$ cat src/rtl/cnn_pkg.sv
// Shared definitions for the float16 convolution/FC array result path.
package cnn_pkg;

  localparam int PARA_X        = 3;
  localparam int PARA_Y        = 3;
  localparam int DATA_WIDTH    = 16;
  localparam int ADDR_WIDTH    = 16;
  localparam int FP16_SIGN_BIT = DATA_WIDTH - 1;

  typedef enum logic [0:0] {
    IDLE = 1'b0,
    SEND = 1'b1
  } wr_state_e;

  // ReLU on a float16 bit pattern. Any word with the sign bit set is
  // flushed to +0, which deliberately includes -0 and negative NaNs.
  function automatic logic [DATA_WIDTH-1:0] relu_fp16(
    input logic [DATA_WIDTH-1:0] word,
    input logic                  en
  );
    if (en && word[FP16_SIGN_BIT]) begin
      relu_fp16 = {DATA_WIDTH{1'b0}};
    end else begin
      relu_fp16 = word;
    end
  endfunction

endpackage

$ cat src/rtl/conv_result_addr_gen.sv
// 2-D write address generator: walks x across a row, then steps the row
// base by the latched stride. Addresses wrap modulo 2^ADDR_WIDTH.
module conv_result_addr_gen #(
  parameter int PARA_X     = cnn_pkg::PARA_X,
  parameter int PARA_Y     = cnn_pkg::PARA_Y,
  parameter int ADDR_WIDTH = cnn_pkg::ADDR_WIDTH,
  parameter int IDX_W      = $clog2(PARA_X * PARA_Y)
) (
  input  logic                  clk,
  input  logic                  rst,
  input  logic                  load,
  input  logic [ADDR_WIDTH-1:0] base,
  input  logic [ADDR_WIDTH-1:0] stride,
  input  logic                  advance,
  output logic [ADDR_WIDTH-1:0] addr,
  output logic                  last,
  output logic [IDX_W-1:0]      index
);

  localparam int X_W = (PARA_X > 1) ? $clog2(PARA_X) : 1;
  localparam int Y_W = (PARA_Y > 1) ? $clog2(PARA_Y) : 1;

  logic [X_W-1:0]        x_r;
  logic [Y_W-1:0]        y_r;
  logic [ADDR_WIDTH-1:0] row_addr_r;
  logic [ADDR_WIDTH-1:0] stride_r;
  logic                  row_end_s;

  assign row_end_s = (x_r == X_W'(PARA_X - 1));

  // Counter/row-base update; a fresh load has priority over an advance so
  // a vector captured on the last-accept cycle starts cleanly at (0,0).
  always_ff @(posedge clk) begin
    if (rst) begin
      x_r        <= {X_W{1'b0}};
      y_r        <= {Y_W{1'b0}};
      row_addr_r <= {ADDR_WIDTH{1'b0}};
      stride_r   <= {ADDR_WIDTH{1'b0}};
    end else if (load) begin
      x_r        <= {X_W{1'b0}};
      y_r        <= {Y_W{1'b0}};
      row_addr_r <= base;
      stride_r   <= stride;
    end else if (advance) begin
      if (row_end_s) begin
        x_r        <= {X_W{1'b0}};
        y_r        <= y_r + Y_W'(1);
        row_addr_r <= row_addr_r + stride_r;
      end else begin
        x_r <= x_r + X_W'(1);
      end
    end
  end

  // Address, element index and last-element flag from the current position.
  always_comb begin
    addr  = row_addr_r + ADDR_WIDTH'(x_r);
    index = IDX_W'(y_r) * IDX_W'(PARA_X) + IDX_W'(x_r);
    last  = row_end_s && (y_r == Y_W'(PARA_Y - 1));
  end

endmodule

$ cat src/rtl/conv_result_writer.sv
// Captures a PARA_X x PARA_Y float16 result vector from the array, applies
// optional ReLU, and streams it to the feature-map write port one word per
// handshake. Reports busy, a done pulse and a sticky dropped-vector flag.
module conv_result_writer #(
  parameter int PARA_X     = cnn_pkg::PARA_X,
  parameter int PARA_Y     = cnn_pkg::PARA_Y,
  parameter int DATA_WIDTH = cnn_pkg::DATA_WIDTH,
  parameter int ADDR_WIDTH = cnn_pkg::ADDR_WIDTH
) (
  input  logic                                clk,
  input  logic                                rst,
  input  logic                                result_ready,
  input  logic [PARA_X*PARA_Y*DATA_WIDTH-1:0] result_buffer,
  input  logic                                relu_en,
  input  logic [ADDR_WIDTH-1:0]               base_addr,
  input  logic [ADDR_WIDTH-1:0]               row_stride,
  output logic                                wr_valid,
  input  logic                                wr_ready,
  output logic [ADDR_WIDTH-1:0]               wr_addr,
  output logic [DATA_WIDTH-1:0]               wr_data,
  output logic                                busy,
  output logic                                done,
  output logic                                overflow
);

  import cnn_pkg::*;

  localparam int NUM   = PARA_X * PARA_Y;
  localparam int IDX_W = $clog2(NUM);

  wr_state_e             state_r;
  wr_state_e             next_state_s;
  logic                  ready_q_r;
  logic                  cap_s;
  logic                  load_s;
  logic                  advance_s;
  logic                  done_set_s;
  logic                  ovf_set_s;
  logic                  done_r;
  logic                  overflow_r;
  logic [DATA_WIDTH-1:0] elem_r [NUM];
  logic [ADDR_WIDTH-1:0] addr_s;
  logic                  last_s;
  logic [IDX_W-1:0]      index_s;

  assign cap_s = result_ready & ~ready_q_r;

  // Delayed copy of result_ready for rising-edge detection.
  always_ff @(posedge clk) begin
    if (rst) begin
      ready_q_r <= 1'b0;
    end else begin
      ready_q_r <= result_ready;
    end
  end

  // FSM state register.
  always_ff @(posedge clk) begin
    if (rst) begin
      state_r <= IDLE;
    end else begin
      state_r <= next_state_s;
    end
  end

  // Next-state and control decode. In SEND wr_valid is always high, so a
  // handshake is simply wr_ready. An edge coinciding with the final accept
  // is taken as the next vector; any other edge while busy is dropped.
  always_comb begin
    next_state_s = state_r;
    load_s       = 1'b0;
    advance_s    = 1'b0;
    done_set_s   = 1'b0;
    ovf_set_s    = 1'b0;
    case (state_r)
      IDLE: begin
        if (cap_s) begin
          load_s       = 1'b1;
          next_state_s = SEND;
        end else begin
          next_state_s = IDLE;
        end
      end
      SEND: begin
        if (wr_ready) begin
          advance_s = 1'b1;
          if (last_s) begin
            done_set_s = 1'b1;
            if (cap_s) begin
              load_s       = 1'b1;
              next_state_s = SEND;
            end else begin
              next_state_s = IDLE;
            end
          end else begin
            ovf_set_s = cap_s;
          end
        end else begin
          ovf_set_s = cap_s;
        end
      end
      default: begin
        next_state_s = IDLE;
      end
    endcase
  end

  // Capture register: ReLU is folded in at latch time so the stream path
  // only has to select a word.
  always_ff @(posedge clk) begin
    if (rst) begin
      for (int i = 0; i < NUM; i++) begin
        elem_r[i] <= {DATA_WIDTH{1'b0}};
      end
    end else if (load_s) begin
      for (int i = 0; i < NUM; i++) begin
        elem_r[i] <= relu_fp16(result_buffer[i*DATA_WIDTH +: DATA_WIDTH], relu_en);
      end
    end
  end

  // Completion pulse and sticky overflow flag.
  always_ff @(posedge clk) begin
    if (rst) begin
      done_r     <= 1'b0;
      overflow_r <= 1'b0;
    end else begin
      done_r     <= done_set_s;
      overflow_r <= overflow_r | ovf_set_s;
    end
  end

  conv_result_addr_gen #(
    .PARA_X     (PARA_X),
    .PARA_Y     (PARA_Y),
    .ADDR_WIDTH (ADDR_WIDTH),
    .IDX_W      (IDX_W)
  ) u_addr_gen (
    .clk     (clk),
    .rst     (rst),
    .load    (load_s),
    .base    (base_addr),
    .stride  (row_stride),
    .advance (advance_s),
    .addr    (addr_s),
    .last    (last_s),
    .index   (index_s)
  );

  // Output drive: the write port is held at zero whenever no vector is
  // being streamed, so IDLE looks identical to the reset state.
  always_comb begin
    busy     = (state_r == SEND);
    wr_valid = busy;
    done     = done_r;
    overflow = overflow_r;
    if (busy) begin
      wr_addr = addr_s;
      wr_data = elem_r[index_s];
    end else begin
      wr_addr = {ADDR_WIDTH{1'b0}};
      wr_data = {DATA_WIDTH{1'b0}};
    end
  end

endmodule

$ cat config.mk
export PLATFORM = sky130hd
export DESIGN_NAME = conv_result_writer
export DESIGN_NICKNAME = d
export VERILOG_FILES = /design/src/rtl/cnn_pkg.sv /design/src/rtl/conv_result_addr_gen.sv /design/src/rtl/conv_result_writer.sv
export SDC_FILE = /design/constraint.sdc
export NUM_CORES = 1
export LEC_CHECK = 0
export CORE_MARGIN = 8
export CORE_UTILIZATION = 51
export DETAILED_ROUTE_END_ITERATION = 8
export GPL_ROUTABILITY_DRIVEN = 0
export GPL_TIMING_DRIVEN = 0
export HOLD_SLACK_MARGIN = 0.06
export MAX_ROUTING_LAYER = met4
export PLACE_DENSITY = 0.85
export SLEW_MARGIN = 20
export SYNTH_ARGS = -nofsm -noshare
export SYNTH_HDL_FRONTEND = slang
export SYNTH_HIERARCHICAL = 1
export SYNTH_SLANG_ARGS = --single-unit
$ cat constraint.sdc
create_clock -name clk -period 4.1 [get_ports clk]
set_input_delay 0.615 -clock clk [delete_from_list [all_inputs] [get_ports clk]]
set_output_delay 0.615 -clock clk [all_outputs]
set_load 0.05 [all_outputs]
==> results.sh <==
export IMPL_nFillCells=1367
export IMPL_syn2layout_area_growth_pct=31.75
export IMPL_async_flop_share_pct=0
export IMPL_io_pins=217
export IMPL_port_buffers=215
export IMPL_syn_inst=816
export IMPL_fmax_mhz=249.4
export IMPL_hold_end="overflow$_SDFF_PP0_"
export IMPL_min_from="overflow$_SDFF_PP0_"
export IMPL_fin_setup_tns_ns=0
export IMPL_m1WireLength_um=10310
export IMPL_place_ws_ns=-0.5398
export IMPL_hpwl_um=20240
export IMPL_finClkSkew_ns=0.009936
export IMPL_dieWidth_um=154.1
export IMPL_synth_warnings=6
export IMPL_synthTopCellsByArea="edfxtp_1, dfxtp_1, mux2_2"
export IMPL_min_path_cells=2
export IMPL_rr_startpoint="u_addr_gen/y_r[1]$_SDFFE_PP0P_"
export IMPL_path_class="reg -> out"
export IMPL_avgSynthCellArea_sq_um=11.92
export IMPL_slew_headroom_pct=42.15
export IMPL_num_vias=7196
export IMPL_avgViaCountPerCell=5.523
export IMPL_regToRegEndpoint="u_addr_gen/stride_r[5]$_SDFFE_PP0P_"
export IMPL_hp_class="reg -> reg"
export IMPL_power_mw=4.473
export IMPL_required_ns=3.48
export IMPL_p_per_area_nw_per_um2=349.0
export IMPL_yosysTopAreaCellShare_pct=44.44
export IMPL_antenna_found_initial=6
export IMPL_end_kind="output pin"
export IMPL_seq_area_frac_synth_pct=52.67
export IMPL_clock_path_buffers=2
export IMPL_cts_num_sinks=184
export IMPL_dr_wl_met3_um=2258
export IMPL_period_minus_slack_ns=4.009
export IMPL_wl_met2_um=13860
export IMPL_grt_overflow=0
export IMPL_core_rowCount=50
export IMPL_syn_nets=1021
export IMPL_drt_pass1_iterations=4
export IMPL_wl_um=27140
export IMPL_fin_crit_sh_pct=97.78
export IMPL_synthFlopType="edfxtp_1"
export IMPL_nets=1255
export IMPL_hold_violations=0
export IMPL_cpLargestDelayFamily="adder cells"
export IMPL_synth_most_common_cell="edfxtp_1"
export IMPL_remaining_drc_errors=0
export IMPL_grt_first_pass_wirelength_um=40920
export IMPL_root_buffer="clkbuf_16"
export IMPL_start_util_pct=52.01
export IMPL_numCtsBuffers=17
export IMPL_cp_arrival_ns=3.39
export IMPL_worstPathCellList="fa_1 -> ha_1 -> inv_1 -> fa_1 -> inv_1 -> nor2b_1 -> buf_2 -> buf_4 -> a22oi_1 -> a31oi_1 -> buf_4"
export IMPL_drtIter0Drc=482
export IMPL_finalCoreUtilization_pct=68.53
export IMPL_worst_pin_slew_ns=0.8677
export IMPL_setup_slack_ns=0.09102
export IMPL_grt_pass1_vias=7454
export IMPL_critPathMaxFanout=10
export IMPL_drive_gt1_share_pct=20.60
export IMPL_cp_start_kind="flip-flop"
export IMPL_synth_cell_type_count=58
export IMPL_cap_violations=0
export IMPL_dieArea_sq_um=23750
export IMPL_clkTransAtPathRegs_ns=0.07
export IMPL_rrSetupSlack_ns=1.20
export IMPL_ant_nets=0
export IMPL_synthTopCellsByCount="edfxtp_1, and2_1, mux2_2, and2_2, a21oi_1"
export IMPL_wl_per_cell_um=20.83
export IMPL_core_sq_um=18710
export IMPL_clk_latency_ns=0.44
export IMPL_worst_r2r_path_depth=9
export IMPL_synth_seq_cells=184
export IMPL_synth_area_sq_um=9729
export IMPL_crit_buf_inv=5
export IMPL_status="complete, no violations"
export IMPL_topRoutingLayerUsed="met4"
export IMPL_track_usage_pct=23.22
export IMPL_h_tree_depth=4
export IMPL_grt_max_degree=56
export IMPL_critical_path_max_stage_delay_ns=0.58
export IMPL_p_leak_nw=4.992
export IMPL_slew_viol_final=0
export IMPL_cts_tree="built"
export IMPL_setup_viol=0
export IMPL_synth_area_leader_cell="edfxtp_1"
export IMPL_synth_edff_count=144
export IMPL_dieHeight_um=154.1
export IMPL_peakVddDrop_mv=0.2953
export IMPL_cpMaxStageDelayCell="fa_1"
==> through the flow <==
| step | area [sq um] | cells | hold WS [ns] |
|---|---|---|---|
| final | 12820 | 1303 | 0.5038 |
| after CTS | 12780 | 1299 | 0.5116 |
| after floorplan | 9729 | 816 | 0.4647 |
| after detailed placement | 12230 | 1267 | 0.4785 |
| after global placement | 12170 | 1265 | 0.4471 |
| after global routing | 12820 | 1303 | 0.5411 |
==> kinds of logic (layout without fill, tap and decap cells) <==
| kind of cell | after synthesis | after routing | synth area share, % |
|---|---|---|---|
| buf+inv | 69 | 316 | 3.614 |
| other cells | 0 | 6 | 0 |
| mux | 83 | 83 | 9.413 |
| xor+xnor | 29 | 29 | 2.611 |
| simple gates | 279 | 279 | 16.63 |
| fa+ha+maj | 24 | 24 | 3.395 |
| compound gates | 148 | 148 | 11.66 |
| flops | 184 | 184 | 52.67 |
==> how the worst max path moves through the flow <==
stage               cells after the start                    endpoint                      startpoint
floorplan                              10                 wr_data[14]  u_addr_gen/x_r[1]$_SDFFE_PP0P_
global placement                        3  elem_r[0][7]$_SDFFCE_PP0P_                             rst
detailed placement                     11                 wr_data[14]  u_addr_gen/x_r[1]$_SDFFE_PP0P_
CTS                                    11                 wr_data[14]  u_addr_gen/y_r[0]$_SDFFE_PP0P_
global route                           11                 wr_data[12]  u_addr_gen/x_r[1]$_SDFFE_PP0P_
finish                                 11                  wr_data[8]  u_addr_gen/x_r[1]$_SDFFE_PP0P_
==> what timing repair did <==
item	in CTS	in global routing
hold buffers	0	0
setup buffers	0	0
setup endpoints to repair	18	17
gates resized for setup	104	17
==> placed cells by master (no fill, tap or decap), types with 6 or more instances in the layout <==
master / instances
a2111oi_4: 9
a21oi_1: 47
a22oi_1: 16
a31oi_1: 17
and2_1: 105
and2_2: 58
buf_2: 13
buf_4: 8
buf_6: 8
clkbuf_1: 20
clkbuf_16: 17
clkdlybuf4s50_1: 192
dfxtp_1: 38
diode_2: 6
edfxtp_1: 144
ha_1: 20
inv_1: 20
inv_8: 6
mux2_2: 64
mux2i_1: 18
nand2_1: 44
nor2_1: 43
o21ai_0: 24
xnor2_1: 17
xor2_1: 12
==> state kept, by name, indices dropped and copies added, names as in the netlist <==
name and count:
busy 1, done 1, elem_r 144, overflow 1
ready_q_r 1, u_addr_gen/row_addr_r 16, u_addr_gen/stride_r 16, u_addr_gen/x_r 2
u_addr_gen/y_r 2
==> power breakdown <==
group          internal (mW)  total, mW  switching [mW]
combinational          0.344      0.664           0.320
clock                  0.818       1.61           0.795
sequential              2.15       2.20          0.0508
total                   3.31       4.47            1.17
==> per-layer routing <==
| layer | track usage [%] | vias to the layer above |
|---|---|---|
| li1 | - | 3400 |
| met3 | 6.194 | 43 |
| met2 | 39.87 | 269 |
| met1 | 25.56 | 3484 |
| met4 | 8.493 | 0 |
| met5 | - | - |
==> layout make-up <==
type | instances | area (sq um) | area share (%)
well taps | 234 | 292.8 | 2.284
plain buffers | 47 | 284.0 | 2.216
clock inverters | 14 | 151.4 | 1.181
inverters | 20 | 75.07 | 0.5857
flip-flops and latches | 184 | 5127 | 40.00
diodes | 6 | 15.01 | 0.1171
clock buffers | 18 | 429.2 | 3.348
multi-input cells | 563 | 4259 | 33.23
repair buffers | 217 | 2185 | 17.04
==> worst reg2reg max path: cells and delay by family (launching register included) <==
kind | cells | cell delay, ns
simple gates | 3 | 0.58
compound gates | 1 | 0.18
fa+ha+maj | 1 | 0.17
buf+inv | 3 | 1.14
mux | 1 | 0.29
flops | 1 | 0.41
(Power assumes the default switching activity.)
